===== config.mk =====
export PLATFORM = sky130hd
export DESIGN_NAME = i2c_txn_arbiter
export DESIGN_NICKNAME = d
export VERILOG_FILES = /design/src/rtl/i2c_txn_arbiter.sv
export SDC_FILE = /design/constraint.sdc
export NUM_CORES = 1
export LEC_CHECK = 0
export ABC_AREA = 1
export CAP_MARGIN = 20
export CORE_MARGIN = 3
export CORE_UTILIZATION = 42
export CTS_CLUSTER_SIZE = 30
export DETAILED_ROUTE_END_ITERATION = 10
export GPL_ROUTABILITY_DRIVEN = 0
export GPL_TIMING_DRIVEN = 0
export PLACE_DENSITY = 0.77
export SLEW_MARGIN = 20
export SYNTH_ARGS = -nofsm -noshare
export SYNTH_HDL_FRONTEND = slang
export SYNTH_SLANG_ARGS = --single-unit

===== constraint.sdc =====
create_clock -name Clk -period 2 [get_ports Clk]
set_clock_uncertainty 0.15 [all_clocks]
set_input_delay 0.2 -clock Clk [delete_from_list [all_inputs] [get_ports Clk]]
set_output_delay 0.2 -clock Clk [all_outputs]
set_load 0.01 [all_outputs]

===== src/rtl/i2c_txn_arbiter.sv =====
// Two-requester, per-transaction arbiter in front of the single byte-level BME280 I2C controller port.
// Build option ARB_FIXED_PRIO_EN: requester 0 wins simultaneous requests; otherwise round-robin.
module i2c_txn_arbiter #(
  parameter int                 DWIDTH  = 8,
  parameter int                 TOWIDTH = 16,
  parameter logic [TOWIDTH-1:0] TIMEOUT = 16'd50000
) (
  input  logic              Clk,
  input  logic              Rst,
  input  logic              Req0_start,
  input  logic              Req0_rdwr,
  input  logic              Req0_last,
  input  logic [DWIDTH-1:0] Req0_addr,
  input  logic [DWIDTH-1:0] Req0_txd,
  output logic              Req0_ack,
  output logic              Req0_done,
  input  logic              Req1_start,
  input  logic              Req1_rdwr,
  input  logic              Req1_last,
  input  logic [DWIDTH-1:0] Req1_addr,
  input  logic [DWIDTH-1:0] Req1_txd,
  output logic              Req1_ack,
  output logic              Req1_done,
  output logic [DWIDTH-1:0] Rxd,
  output logic              I2C_start,
  output logic              I2C_rdwr,
  output logic              I2C_last,
  output logic [DWIDTH-1:0] I2C_addr,
  output logic [DWIDTH-1:0] I2C_txd,
  input  logic [DWIDTH-1:0] I2C_rxd,
  input  logic              I2C_done,
  output logic              Owner,
  output logic              Busy,
  output logic              Timeout
);

  typedef enum logic [1:0] {IDLE, ISSUE, WAIT, HOLD} state_t;

  state_t             state;
  logic               ptr;
  logic [TOWIDTH-1:0] wd;
  logic               expire;
  logic               grant_vld;
  logic               grant_sel;
  logic               tie_sel;
  logic               next_ptr;
  logic               op_done;

`ifdef ARB_FIXED_PRIO_EN
  assign tie_sel  = 1'b0;
  assign next_ptr = 1'b0;
`else
  assign tie_sel  = ptr;
  assign next_ptr = ~Owner;
`endif

  // Revocation wins over a same-cycle owner request so the lock can never be extended past the limit.
  assign expire = (state == HOLD) && (wd == TIMEOUT - 1'b1);

  always_comb begin
    grant_vld = 1'b0;
    grant_sel = 1'b0;
    if (!Rst) begin
      case (state)
        IDLE: begin
          if (Req0_start && Req1_start) begin
            grant_vld = 1'b1;
            grant_sel = tie_sel;
          end else if (Req0_start || Req1_start) begin
            grant_vld = 1'b1;
            grant_sel = Req1_start;
          end
        end
        HOLD: begin
          grant_sel = Owner;
          grant_vld = !expire && (Owner ? Req1_start : Req0_start);
        end
        default: begin
          grant_vld = 1'b0;
          grant_sel = 1'b0;
        end
      endcase
    end
  end

  assign op_done   = (state == WAIT) && I2C_done;
  assign Req0_ack  = grant_vld && !grant_sel;
  assign Req1_ack  = grant_vld && grant_sel;
  assign Req0_done = op_done && !Owner;
  assign Req1_done = op_done && Owner;
  assign Rxd       = op_done ? I2C_rxd : '0;
  assign Busy      = (state != IDLE);
  assign Timeout   = expire;

  always_ff @(posedge Clk or posedge Rst) begin
    if (Rst) begin
      state     <= IDLE;
      ptr       <= 1'b0;
      wd        <= '0;
      Owner     <= 1'b0;
      I2C_start <= 1'b0;
      I2C_rdwr  <= 1'b0;
      I2C_last  <= 1'b0;
      I2C_addr  <= '0;
      I2C_txd   <= '0;
    end else begin
      I2C_start <= 1'b0;
      if (grant_vld) begin
        state     <= ISSUE;
        Owner     <= grant_sel;
        I2C_start <= 1'b1;
        I2C_rdwr  <= grant_sel ? Req1_rdwr : Req0_rdwr;
        I2C_last  <= grant_sel ? Req1_last : Req0_last;
        I2C_addr  <= grant_sel ? Req1_addr : Req0_addr;
        I2C_txd   <= grant_sel ? Req1_txd  : Req0_txd;
        wd        <= '0;
      end else begin
        case (state)
          ISSUE: state <= WAIT;
          WAIT: begin
            if (I2C_done) begin
              if (I2C_last) begin
                state <= IDLE;
                ptr   <= next_ptr;
              end else begin
                state <= HOLD;
                wd    <= '0;
              end
            end
          end
          HOLD: begin
            if (expire) begin
              state <= IDLE;
              ptr   <= next_ptr;
            end else begin
              wd <= wd + 1'b1;
            end
          end
          default: state <= IDLE;
        endcase
      end
    end
  end

endmodule


==> metrics.txt <==
final worst slack -0.0693 ns; Yosys top cell area share 0.382; maximum fanout along the worst path 5; critical path's largest stage delay 0.42 ns; first-pass GRT wire length 12,100 um; status finished with violations; period utilization 1.03; HPWL after DPL about 5300 um; later-pin clock latency in the skew report 0.30 ns; kind of critical path reg -> out; worst slew pin tran roughly 0.48 ns; syn nets 427; Mapped Area around 2600 um^2; dpl ws -0.651 ns; min cycle time layout 2.07 ns; largest net degree at the start of global routing 34; post-synth top area cell dfrtp_1; Slowest cell on crit path dfrtp_1; Pre-antenna DRT Iters 5; violated checks setup timing; asr flop ratio synth 1.00; CTS HTree Levels 2; Crit. End Element output port; Area growth, synth to finish 54.8%; ratio of cells with drive above 1 in the final layout 0.178; Max Root-Sink Buffers 2; Power Dens Cells 1060 nW/um^2; Initial Utilization 0.450; worst reg-to-reg setup slack 0.06 ns; Peak Freq 0.483 GHz; total number of vias about 2,800; CP Launch Type register; row cnt 27; PortBufs 82; HP Class in -> async; EDFF count, synth 0; post-route ant nets 0; Post-Syn Instances 373; Avg WL per Cell 13.4 um; # hold bufs at CTS 0; initial drt markers 113; Root Buffer Master clkbuf_8; initial antenna violation count 0; ys flop type dfrtp_1; RSZ-0062 raised after global routing true; YS warnings 0; core area 5680 um^2; crit path cell chain ha_4 -> nand3_4 -> nor2_4 -> nand2_2 -> nand3_4 -> nand2_4 -> nand2_8 -> buf_8 -> nor2_4 -> buf_6; syn avg cell area 6.84 um^2; peak supply drop 0.000627 V; post-synth cell types 29; Slew headroom 0.680; Antenna Cells 0; FF+latch count, synth 39; GRT Util Overall 0.207; Vias/cell 5.02; Area contributors post-synth dfrtp_1 (38%), nand2_1 (20%), nand3_1 (9.6%), nor2_1 (7.1%), inv_1 (4.3%); vias in the first global route 2,706; MaxCap Viol Count 0; Slew Limit Fails 0; die width around 84 um; final setup fails 2; I/O pins 83; detailed-route DRC error count 0; arrival time worst endpoint 1.72 ns; fin nets 547; CP required 1.65 ns; cts bufs inserted 5; post-synthesis sequential area ratio 0.382; CTS tree built; Die Y 84.0 um; fillers 473; Lkg Pwr between 1.5 and 2 nW; final cell utilization of the core 0.696; CTS sink count 39; grt ovf 0; final hold vios 0; Total Wirelength around 7600 um; die area 7050 um^2; clock-pin slew on the worst setup and hold paths 0.08 ns
[critical path, delay by kind of cell, from the launching register on]
family        cells  cell delay [ns]
buf+inv           2             0.23
simple gates      7             0.57
fa+ha+maj         1             0.18
flops             1             0.42
[logic make-up after synthesis]
group	Yosys count	synth area share
and+or+nand+nor	256	0.428
buffers and inverters	48	0.0980
DFF	39	0.382
AOI/OAI and AO/OA	16	0.0363
xor gates and xnor gates	9	0.0309
adders and majority gates	5	0.0245
[state kept, by name, summed over array words and instances, names as in the netlist]
name and flops:
I2C_addr 8, I2C_start 1, I2C_rdwr 1, I2C_last 1, wd 16, ptr 1
I2C_txd 8, Owner 1, state 2
[what timing repair did]
item	4_1_cts	5_1_grt
setup buffers	12	20
pin swaps	4	9
endpoints found under the setup margin	23	18
gates resized for setup	43	23
[through the flow]
step | hold slack (ns) | setup TNS (ns) | power, W | cell area [um^2] | std cells
2_1_floorplan | 0.245 | 0 | 0.00231 | 2550 | 373
3_3_place_gp | 0.313 | -8.78 | 0.00314 | 3460 | 527
3_5_place_dp | 0.317 | -2.57 | 0.00318 | 3480 | 528
4_1_cts | 0.0534 | -0.276 | 0.00396 | 3750 | 548
5_1_grt | 0.0599 | -1.29 | 0.00449 | 3950 | 566
6_report | 0.0407 | -0.111 | 0.00419 | 3950 | 566
[final cells by class]
class | count | area, um^2 | area share
Buffer | 13 | 136 | 0.0345
Clock buffer | 7 | 86.3 | 0.0218
Clock inverter | 1 | 8.76 | 0.00222
Inverter | 33 | 129 | 0.0326
Multi-Input combinational cell | 286 | 1450 | 0.368
Sequential cell | 39 | 980 | 0.248
Tap cell | 72 | 90.1 | 0.0228
Timing Repair Buffer | 115 | 1070 | 0.270
[layout by cell type (no fill, tap or decap), drive strengths merged]
| master | n |
|---|---|
| nand4 | 7 |
| dlygate4sd2 | 10 |
| o22ai | 1 |
| o21bai | 1 |
| o21ai | 11 |
| nor3 | 7 |
| dlymetal6s2s | 1 |
| a211oi | 1 |
| nor2 | 49 |
| xnor2 | 1 |
| a21oi | 1 |
| ha | 5 |
| and2 | 1 |
| clkbuf | 9 |
| buf | 47 |
| clkinv | 1 |
| xor2 | 8 |
| dfrtp | 39 |
| inv | 33 |
| clkdlybuf4s50 | 68 |
| nand3 | 51 |
| nand2 | 141 |
| o21a | 1 |
[cell usage after synthesis (all sizes together) (5+ instances only)]
| cell | instances |
|---|---|
| buf | 14 |
| dfrtp | 39 |
| ha | 5 |
| inv | 33 |
| nand2 | 141 |
| nand3 | 51 |
| nand4 | 7 |
| nor2 | 49 |
| nor3 | 7 |
| o21ai | 11 |
| xor2 | 8 |
[layer usage]
metal,part of all wire,up-vias,global-route usage
li1,-,1409,-
met1,0.40,1301,0.245
met2,0.50,118,0.353
met3,0.084,12,0.0671
met4,0.018,0,0.0716
met5,0,-,0
[power breakdown]
part           internal (W)  switching (W)
Clock              0.000283       0.000294
Combinational       0.00119        0.00125
Sequential          0.00101       0.000165
Total               0.00248        0.00171
[path summary, 6_finish.rpt]
check / start / endpoint / cells past startpoint
max reg2reg: state[0] / wd[12] / 10
min: Rst / I2C_addr[7] / 2
min reg2reg: I2C_addr[3] / I2C_addr[3] / 2
min in group Clk: I2C_addr[3] / I2C_addr[3] / 2
max: wd[0] / Req0_ack / 10
max in group asynchronous: Rst / wd[5] / 3
(Power assumes the default switching activity.)
==> patch 1, RTL diff (same flow settings) <==
The option `ARB_FIXED_PRIO_EN` is turned on by a define.
--- a/src/rtl/i2c_txn_arbiter.sv
+++ b/src/rtl/i2c_txn_arbiter.sv
@@ -1,5 +1,7 @@
 // Two-requester, per-transaction arbiter in front of the single byte-level BME280 I2C controller port.
 // Build option ARB_FIXED_PRIO_EN: requester 0 wins simultaneous requests; otherwise round-robin.
+`define ARB_FIXED_PRIO_EN
+
 module i2c_txn_arbiter #(
   parameter int                 DWIDTH  = 8,
   parameter int                 TOWIDTH = 16,
Function: changed (Yosys sat finds a counterexample within 4 cycles, from zero or initial values and one cycle with Rst high).
==> patch 1 against the unedited design <==
Setup slack gained 110 ps; total power shrank 17%; sequential cell count shrank 1; area after synthesis shrank 0.83%; design area shrank 2.5%; register-to-register slack gained 60 ps; wire length shrank 1.1%.
==> patch 1: results <==
set metrics [dict create \
    grt_pass1_vias 2624 \
    grt_pass1_wl_mm 12.07 \
    grt_use_met1 0.2451 \
    synth_nets 448 \
    status "completed" \
    final_nets 560 \
    p_leak_nw 1.923 \
    wl_met1_mm 3.073 \
    synth_compound_area_frac 0.04993 \
    cp.arrival_ps 1610 \
    cp_max_fo 3 \
    synth_top_cells_by_count "nand2_1, nor2_1, dfrtp_1" \
    vdd_drop_max_uv 666.5 \
    drt_iter0_markers 163 \
    crit_path_end "Req1_ack" \
    ys_types 25 \
    firstDrtPassIters 4 \
    ys_top_cells_by_area "dfrtp_1, nand2_1, nor2_1" \
    fin_hold_ws_ps 45.42 \
    r2r_start "wd[1]" \
    ys_seq_area_frac 0.3757 \
    track_usage 0.2101 \
    final_cells 579 \
    internal_power_mw 2.131 \
    viasPerCell 4.862 \
    final_layout_size_suffix_gt1_frac 0.1755 \
    rrSetupSlack_ps 120 \
    reg2reg_to "wd[13]" \
    grt_use_met3 0.07108 \
    use_met2 0.3601 \
    placed_cells 549 \
    wl_met2_mm 3.758 \
    synth_area_per_cell_um2 6.424 \
    pg_seq_mw 1.12 \
    place_area_mm2 0.003462 \
]
patch 1: changes by cell type in the layout (fill, tap and decap cells not counted), moves of 7 or more:
| cell | unedited run | this run |
|---|---|---|
| buf_4 | 33 | 25 |
| dfrtp_1 | 36 | 28 |
| nor3_1 | 7 | 0 |
| nand2_1 | 134 | 174 |
| buf_6 | 10 | 1 |
| xor2_1 | 8 | 0 |
| dfrtp_2 | 3 | 10 |
| nand3_1 | 48 | 35 |
patch 1: timing repair:
item                       in CTS  in global routing
pin swaps                       4                  8
buffers inserted               10                 14
setup endpoints to repair      16                 36
gates resized for setup        36                 32
patch 1: layout make-up:
class,count,area (µm²)
fillers,501,1823
clock inverters,2,12.51
repair buffers,107,1005
inverters,39,153.9
multi-input cells,304,1451
plain buffers,11,93.84
clock buffers,6,82.58
flip-flops and latches,38,963.4
well taps,72,90.09
==> patch 2, RTL diff (same settings) <==
Made on the original files. Make the reset (`Rst`) synchronous in one clocked block.
--- a/src/rtl/i2c_txn_arbiter.sv
+++ b/src/rtl/i2c_txn_arbiter.sv
@@ -92,7 +92,7 @@
   assign Busy      = (state != IDLE);
   assign Timeout   = expire;
 
-  always_ff @(posedge Clk or posedge Rst) begin
+  always_ff @(posedge Clk) begin
     if (Rst) begin
       state     <= IDLE;
       ptr       <= 1'b0;
Behaviour: differs if Rst is asserted again (counterexample within 4 cycles, from zero or initial values and one cycle with Rst high); with Rst held inactive, the same outputs for 10 cycles.
==> patch 2 against the unedited design <==
Count of clock-buffer cells in the layout decreased by 2; area after synthesis grew 0.25%; final cell count is 4.9% higher; die area rose by 0.23%; sequential cell count stayed put; hold slack better by 270 ps; maximum frequency grew 3.7%; wire length increased by 6.8%; synthesized cell count up 11%; design area fell by 2.1%; setup slack better by 74 ps; core utilization is 1.9 points lower.
Power is not compared: it rests on default switching activity, and its combinational part moved more than twofold at a synthesized area within 25%.
==> patch 2: results <==
set metrics [dict create \
    status "completed" \
    max_stage_delay_ps 370 \
    routed_wl_mm 8.081 \
    antenna_found_initial 0 \
    dr.max_layer_used "met4" \
    grt_use_met1 0.2740 \
    ctsHtreeMaxLevel 2 \
    drc 0 \
    clock-root-buffer "clkbuf_8" \
    clk_latency_ps 310 \
    drt_iter0_markers 244 \
    place_area_mm2 0.003470 \
    dp_worst_setup_slack_ps -652.1 \
    wl_met1_mm 3.286 \
    syn_to_final_growth_pct 51.15 \
    synth_top_cells_by_count "nand2_1, nor2_1, nand3_1" \
    fill_cells 490 \
    ys_types 29 \
    vdd_drop_max_uv 330.3 \
    cts-buffers-inserted 5 \
    grt_pass1_wl_mm 13.43 \
    ant_nets 0 \
    firstDrtPassIters 6 \
    ys_top_cells_by_area "dfxtp_1, nand2_1, nor2_1" \
    r2r_start "state[0]" \
    crit_family "buffers and inverters" \
    ys_seq_area_frac 0.3051 \
    cp_max_fo 10 \
    min-delay-start "I2C_txd[0]" \
    use_met2 0.3788 \
    grt_max_degree 15 \
    tightest_slew_ps 481.7 \
    clkTransAtPathRegs_ps 90 \
    cp-startpoint "state[1]" \
    grt_pass1_vias 2971 \
    final_layout_size_suffix_gt1_frac 0.1724 \
    synth_nets 469 \
    portBuffers 82 \
    dp_hpwl_mm 5.733 \
    wl_met3_um 624 \
    grt_use_met3 0.06219 \
    drv_cap 0 \
    p_leak_nw 1.594 \
    slowest_stage "dfxtp_4" \
    wl_met2_mm 3.938 \
    async_reset_ff_frac 0 \
    antenna_cells 0 \
    track_usage 0.2288 \
    ys_ff_latch 39 \
    cts_buffer_depth 2 \
    holdCritPathClass "reg -> reg" \
    final_nets 575 \
    vias 3073 \
]
[patch 2: cell families after synthesis]
logic type	after synthesis	share of synthesized area
compound gates	42	0.08557
simple gates	268	0.4689
flops	39	0.3051
xor+xnor	2	0.006847
buf+inv	59	0.1090
fa+ha+maj	5	0.02445
[patch 2: cell type report]
class	count	area share
buffer	21	0.04529
clock buffer	5	0.01779
timing repair buffer	100	0.2401
clock inverter	3	0.006147
tap	72	0.02329
inverter	37	0.03656
multi-input combinational	317	0.4209
sequential	39	0.2100
[patch 2: what timing repair did]
item                                    CTS  global route
setup buffers                            12             6
pin swaps                                 9             1
gates resized for setup                  52            34
endpoints found under the setup margin   39            36
gates cloned                              0             0
hold buffers                              0             0
[patch 2: final timing paths]
kind	to	slack (ps)	cells after the start
worst max-delay path	Req1_ack	5	8
worst max register to register	I2C_txd[1]	80	10
worst min register to register	I2C_txd[0]	320	2
worst min-delay path	I2C_txd[0]	320	2
[patch 2: worst reg2reg max path: cells and delay by family (launching register included)]
kind,cells,cell delay [ps]
AND/OR/NAND/NOR,6,490
adder cells (fa/ha/maj),1,200
buffers and inverters,2,480
flip-flops,1,370
AO/OA/AOI/OAI,1,160
[patch 2: where the power goes]
group / internal (mW) / switching, mW / total, mW
clock: 0.250 / 0.332 / 0.581
sequential: 0.823 / 0.0349 / 0.858
combinational: 0.362 / 0.376 / 0.737
[patch 2: per-stage QoR]
step | hold slack, ps | utilization | std cells
final | 315.1 | 0.6774 | 594
after global routing | 337.0 | 0.6774 | 594
after CTS | 319.2 | 0.6529 | 588
after detailed placement | 304.5 | 0.6077 | 569
after global placement | 296.0 | 0.6077 | 569
after floorplan | 301.6 | - | 415
